===== src/rtl/alu_serial.sv =====
// Bit-serial ALU (AND/OR/ADD/SUB/NOR/SLT) processing SLICE bits per clock; result after N=WIDTH/SLICE cycles.
// Valid/ready both sides; result held in DONE until out_ready. ALU_SERIAL_FAST_LOGIC_EN: logic ops finish in 1 cycle.
module alu_serial #(
   parameter int WIDTH = 32,
   parameter int SLICE = 4
) (
   input  logic             clk,
   input  logic             rst_n,
   input  logic             in_valid,
   output logic             in_ready,
   input  logic [WIDTH-1:0] a,
   input  logic [WIDTH-1:0] b,
   input  logic             Ainvert,
   input  logic             Binvert,
   input  logic [1:0]       op,
   output logic             out_valid,
   input  logic             out_ready,
   output logic [WIDTH-1:0] result,
   output logic             zero,
   output logic             c_out,
   output logic             overflow
);

   localparam int N  = WIDTH / SLICE;
   localparam int KW = (N > 1) ? $clog2(N) : 1;

   typedef enum logic [1:0] {IDLE, BUSY, DONE} state_t;

   state_t           state, state_nxt;
   logic             alive;
   logic [WIDTH-1:0] a_r, b_r, res_r;
   logic [1:0]       op_r;
   logic             carry;
   logic [KW-1:0]    k;
   logic             cout_r, ovf_r, msb_r;

   logic [WIDTH-1:0] a_in, b_in, final_res;
   logic [SLICE-1:0] a_s, b_s, sum_s, slice_res;
   logic [SLICE:0]   cy;
   logic             accept, last, done;

   assign a_in   = Ainvert ? ~a : a;
   assign b_in   = Binvert ? ~b : b;
   assign accept = in_valid && in_ready;
   assign last   = (k == KW'(N - 1));
   assign a_s    = a_r[int'(k)*SLICE +: SLICE];
   assign b_s    = b_r[int'(k)*SLICE +: SLICE];

   // Ripple through the slice; cy[SLICE-1] is the carry into the slice's top bit.
   always_comb begin
      cy    = '0;
      sum_s = '0;
      cy[0] = carry;
      for (int i = 0; i < SLICE; i++) begin
         sum_s[i]  = a_s[i] ^ b_s[i] ^ cy[i];
         cy[i+1]   = (a_s[i] & b_s[i]) | (cy[i] & (a_s[i] ^ b_s[i]));
      end
   end

   always_comb begin
      slice_res = sum_s;
      case (op_r)
         2'b00:   slice_res = a_s & b_s;
         2'b01:   slice_res = a_s | b_s;
         default: slice_res = sum_s;
      endcase
   end

   always_comb begin
      state_nxt = state;
      case (state)
         IDLE: begin
            if (accept) begin
`ifdef ALU_SERIAL_FAST_LOGIC_EN
               state_nxt = op[1] ? BUSY : DONE;
`else
               state_nxt = BUSY;
`endif
            end
         end
         BUSY:    if (last) state_nxt = DONE;
         DONE:    if (out_ready) state_nxt = IDLE;
         default: state_nxt = IDLE;
      endcase
   end

   always_ff @(posedge clk or negedge rst_n) begin
      if (!rst_n) begin
         state <= IDLE;
         alive <= 1'b0;
      end else begin
         state <= state_nxt;
         alive <= 1'b1;
      end
   end

   always_ff @(posedge clk or negedge rst_n) begin
      if (!rst_n) begin
         a_r    <= '0;
         b_r    <= '0;
         res_r  <= '0;
         op_r   <= '0;
         carry  <= 1'b0;
         k      <= '0;
         cout_r <= 1'b0;
         ovf_r  <= 1'b0;
         msb_r  <= 1'b0;
      end else if (accept) begin
         a_r    <= a_in;
         b_r    <= b_in;
         op_r   <= op;
         carry  <= Binvert & ~Ainvert;
         k      <= '0;
         cout_r <= 1'b0;
         ovf_r  <= 1'b0;
         msb_r  <= 1'b0;
`ifdef ALU_SERIAL_FAST_LOGIC_EN
         res_r  <= op[0] ? (a_in | b_in) : (a_in & b_in);
`else
         res_r  <= '0;
`endif
      end else if (state == BUSY) begin
         res_r[int'(k)*SLICE +: SLICE] <= slice_res;
         carry <= cy[SLICE];
         if (last) begin
            cout_r <= cy[SLICE];
            ovf_r  <= cy[SLICE] ^ cy[SLICE-1];
            msb_r  <= sum_s[SLICE-1];
         end else begin
            k <= k + 1'b1;
         end
      end
   end

   // Outputs are forced to zero outside DONE so no partial result is ever visible.
   assign done      = (state == DONE);
   assign final_res = (op_r == 2'b11) ? {{(WIDTH-1){1'b0}}, msb_r ^ ovf_r} : res_r;
   assign in_ready  = (state == IDLE) && alive;
   assign out_valid = done;
   assign result    = done ? final_res : '0;
   assign zero      = done && (final_res == '0);
   assign c_out     = done && op_r[1] && cout_r;
   assign overflow  = done && op_r[1] && ovf_r;

endmodule


===== config.mk =====
export PLATFORM = sky130hd
export DESIGN_NAME = alu_serial
export DESIGN_NICKNAME = d
export VERILOG_FILES = /design/src/rtl/alu_serial.sv
export SDC_FILE = /design/constraint.sdc
export NUM_CORES = 1
export LEC_CHECK = 0
export BUFFER_PORTS_ARGS = -buffer_cell sky130_fd_sc_hd__buf_2
export CORE_ASPECT_RATIO = 0.8
export CORE_UTILIZATION = 56
export CTS_CLUSTER_DIAMETER = 80
export DETAILED_ROUTE_END_ITERATION = 6
export MAX_ROUTING_LAYER = met4
export PLACE_DENSITY_LB_ADDON = 0.25
export SYNTH_ARGS = -nofsm -noshare
export SYNTH_HDL_FRONTEND = slang
export SYNTH_SLANG_ARGS = --single-unit

===== constraint.sdc =====
create_clock -name clk -period 3.9 [get_ports clk]
set_clock_uncertainty 0.1 [all_clocks]
set_input_delay 0.78 -clock clk [delete_from_list [all_inputs] [get_ports clk]]
set_output_delay 0.78 -clock clk [all_outputs]
set_load 0.01 [all_outputs]

==> flow_summary.rst <==
.. list-table::
   :header-rows: 1

   * - Metric
     - Value
   * - Result of the run
     - completed
   * - Total wire length
     - between 10 and 15 mm
   * - Number of flops mapped to enable cells by yosys
     - 0
   * - GR peak layer
     - met2
   * - Worst vdd ir
     - 0.3844 mV
   * - Kind of critical path
     - reg2reg
   * - CP endpoint kind
     - flip-flop
   * - Fraction of final layout cells with drive strength greater than 1
     - 0.2290
   * - Net switching component of the power
     - about 2300 uW
   * - Final non-filler cell total
     - 817
   * - Final core area utilization
     - 0.6659
   * - Proportion of register bits with asynchronous set or reset after synthesis
     - 1.000
   * - Sw Share
     - 0.4162
   * - Vias in the first global route
     - between 4000 and 5000
   * - Setup slack after placement
     - between 0.1 and 0.15 ns
   * - Arr. time, crit path
     - 3.80 ns
   * - Final hold vios
     - 0
   * - Iteration-0 DRC count of the detailed router
     - between 300 and 400
   * - TritonCTS Sinks
     - 108
   * - Ratio of final minimum period to clock period
     - 0.9391
   * - Total negative slack for setup checks
     - 0 ns
   * - Count of port buffers added during placement
     - 108
   * - Fraction of post-synthesis cell area in the top cell type by area
     - 0.4583
   * - Vias per cell
     - 5.635
   * - Dominant cells by area after synthesis
     - sky130_fd_sc_hd__dfrtp_1, sky130_fd_sc_hd__xnor2_1, sky130_fd_sc_hd__mux4_2, sky130_fd_sc_hd__nand2_1, sky130_fd_sc_hd__o21ai_0
   * - Int Power
     - 3233 uW
   * - Full die area
     - 10950 sq um
   * - Largest fanout on the critical path
     - 11
   * - Number of optimization iterations in the first detailed-route pass
     - 5
   * - Number of remaining DRC errors
     - 0
   * - Minimum hold slack
     - 0.3825 ns
   * - Number of max-slew violations in the final report
     - 0
   * - Grt met3 use
     - 0.07419
   * - Final setup violation count
     - 0
   * - Die outline height
     - around 94 um
   * - Buffer type at the clock tree root
     - sky130_fd_sc_hd__clkbuf_16
   * - Register area share after synthesis
     - 0.4583
   * - Area delta synth->final
     - 15.64%
   * - Residual antenna-violating net count after detailed routing
     - 0
   * - Total gr overflow
     - 0
   * - Most instantiated flip-flop cell in the synthesis netlist
     - sky130_fd_sc_hd__dfrtp_1
   * - Max-slew headroom
     - 0.2520
   * - GR Util met1
     - 0.3760
   * - Logic gate share of total power
     - 0.460
   * - Global-route wire length before repair
     - between 20 and 25 mm
   * - Dpl cells
     - roughly 800
   * - Syn Std Cell Area
     - 5897 sq um
   * - Number of cells on the worst hold path
     - 2
   * - Width of the die
     - 116.7 um
   * - Max_cap viols
     - 0
   * - Cell count after synthesis
     - 584
   * - Setup repair after global routing missed its margin
     - no
   * - Filler instances
     - 809
   * - Seq pwr share
     - 0.363
   * - Vias after detailed routing
     - 4604
   * - HPWL reported at the end of detailed placement
     - ~10 mm
   * - I/O pin count
     - 109
   * - Cell type with the largest total area after synthesis
     - sky130_fd_sc_hd__dfrtp_1
   * - Worst setup slack after layout
     - about 0.24 ns
   * - Global router's overall resource usage
     - 0.2863
   * - Routability Congestion
     - 0.8766
   * - Total Nets Final
     - around 760
   * - Effective utilization at floorplan
     - 0.5759
   * - Leakage Power
     - 0.003312 uW
   * - Required time of the critical path
     - 4.04 ns
   * - Yosys synthesis warning count
     - 0
   * - Number of library cell types mapped by synthesis
     - 44
   * - Synthesized flop and latch total
     - 108
   * - Initial antenna violation count
     - 0
   * - Post-Synthesis Net Count
     - 675
   * - Setup crit start kind
     - flip-flop
   * - Most frequent cells after synthesis
     - sky130_fd_sc_hd__dfrtp_1, sky130_fd_sc_hd__nand2_1, sky130_fd_sc_hd__o21ai_0
   * - Clock transition at the registers of the reported paths
     - 0.07 ns
   * - Placement row count
     - 33
   * - Per-instance average area after synthesis
     - 10.10 sq um
   * - Max Fclk
     - around 270 MHz
   * - Inserted Clock Buffers
     - 9
   * - Maximum count of clock buffers along a single path
     - 2
   * - Core ar.
     - 10240 sq um
   * - Wire per inst
     - 17.30 um
   * - Most repeated cell in the gate-level netlist after synthesis
     - sky130_fd_sc_hd__dfrtp_1
   * - Worst min-delay path category
     - reg2reg
   * - Slew of the pin with the lowest slew margin
     - 1.122 ns
   * - P per Cell Area
     - ~800 nW/um^2
   * - Largest net degree at the start of global routing
     - 137
   * - Clock network fraction of design power
     - 0.177
   * - Clock network latency to the later pin of the worst-skew pair
     - 0.35 ns
   * - Depth of the CTS H-tree
     - 3
   * - Antenna diodes
     - 0
   * - TritonCTS clock tree
     - done
   * - Final critical delay including setup and external delays
     - roughly 3.7 ns
   * - Worst reg-to-reg setup slack
     - 0.24 ns
   * - Path depth of the worst reg2reg path
     - 12
   * - Met2 track utilization from global routing
     - 0.4379
[power by group through the flow]
stage | Clock (uW) | Sequential, uW | Combinational [uW]
2_1_floorplan | 0 | 1810 | 1920
3_3_place_gp | 0 | 2010 | 2360
3_5_place_dp | 0 | 2010 | 2490
4_1_cts | 985 | 2000 | 2520
5_1_grt | 1030 | 2070 | 2820
6_report | 980 | 2010 | 2550
[registers in the layout, indices dropped and copies added (netlist names)]
name	cells
ovf_r	1
op_r	2
b_r	32
cout_r	1
k	3
carry	1
a_r	32
alive	1
state	2
msb_r	1
res_r	32
[through the flow]
step	cell area, sq um	total power, uW
2_1_floorplan	5897	3730
3_3_place_gp	6502	4366
3_5_place_dp	6502	4498
4_1_cts	6818	5501
5_1_grt	6819	5916
6_report	6819	5537
[repair_timing]
item                                    4_1_cts  5_1_grt
endpoints found under the setup margin        0        6
hold buffers                                  0        0
resized for setup                             0        1
hold endpoints to repair                      0        0
setup buffers                                 0        0
[worst max-delay path, stage by stage (launching register included)]
cell	delay, ns
sky130_fd_sc_hd__dfrtp_1	0.67
sky130_fd_sc_hd__mux4_2	0.32
sky130_fd_sc_hd__nand2_1	0.06
sky130_fd_sc_hd__and2_1	0.20
sky130_fd_sc_hd__fa_1	0.40
sky130_fd_sc_hd__inv_1	0.08
sky130_fd_sc_hd__fa_1	0.16
sky130_fd_sc_hd__inv_1	0.05
sky130_fd_sc_hd__fa_1	0.41
sky130_fd_sc_hd__fa_1	0.51
sky130_fd_sc_hd__nand2b_1	0.13
sky130_fd_sc_hd__o31ai_1	0.17
sky130_fd_sc_hd__a22o_1	0.26
[per-layer routing]
layer / wire, um / vias to the layer above
met3: 935 / 25
met2: 6607 / 162
met1: 6343 / 2232
met5: 0 / -
li1: - / 2185
met4: 250 / 0
[final timing paths]
check                         from         to
min                        b_r[25]    b_r[25]
max                           k[1]  res_r[27]
min reg2reg                b_r[25]    b_r[25]
max reg2reg                   k[1]  res_r[27]
max in group asynchronous    rst_n       k[0]
min in group asynchronous    rst_n    a_r[15]
[layout make-up]
class | count | area [sq um] | area share
Inverter | 15 | 56.30 | 0.008257
Tap cell | 140 | 175.2 | 0.02569
Clock inverter | 6 | 86.33 | 0.01266
Sequential cell | 108 | 2704 | 0.3965
Multi-Input combinational cell | 421 | 2958 | 0.4338
Timing Repair Buffer | 117 | 610.6 | 0.08954
Clock buffer | 10 | 229.0 | 0.03358
[logic make-up after synthesis]
family                   count (synthesis)  share of synthesized area
AO/OA/AOI/OAI                          123                     0.1265
multiplexers                            19                    0.06641
other                                    1                  0.0006359
XOR/XNOR                                67                    0.09951
AND/OR/NAND/NOR                        192                     0.1619
buffers and inverters                   55                    0.04137
adder cells (fa/ha/maj)                 19                    0.04541
flip-flops                             108                     0.4583
[cell usage in the layout, fill, tap and decap left out, types with 6 or more instances in the layout]
cell type	Yosys	layout
sky130_fd_sc_hd__a211oi_1	6	6
sky130_fd_sc_hd__a21oi_1	8	8
sky130_fd_sc_hd__a22o_1	12	12
sky130_fd_sc_hd__and2_1	13	13
sky130_fd_sc_hd__and3_1	33	33
sky130_fd_sc_hd__buf_2	18	107
sky130_fd_sc_hd__buf_4	2	10
sky130_fd_sc_hd__clkbuf_16	0	9
sky130_fd_sc_hd__dfrtp_1	108	107
sky130_fd_sc_hd__ha_1	15	15
sky130_fd_sc_hd__inv_1	14	14
sky130_fd_sc_hd__mux4_2	16	16
sky130_fd_sc_hd__nand2_1	95	94
sky130_fd_sc_hd__nand3_1	7	7
sky130_fd_sc_hd__nor2_1	15	15
sky130_fd_sc_hd__nor4_1	8	8
sky130_fd_sc_hd__o21ai_0	71	71
sky130_fd_sc_hd__o2bb2ai_1	12	12
sky130_fd_sc_hd__xnor2_1	66	66
(Power assumes the default switching activity.)
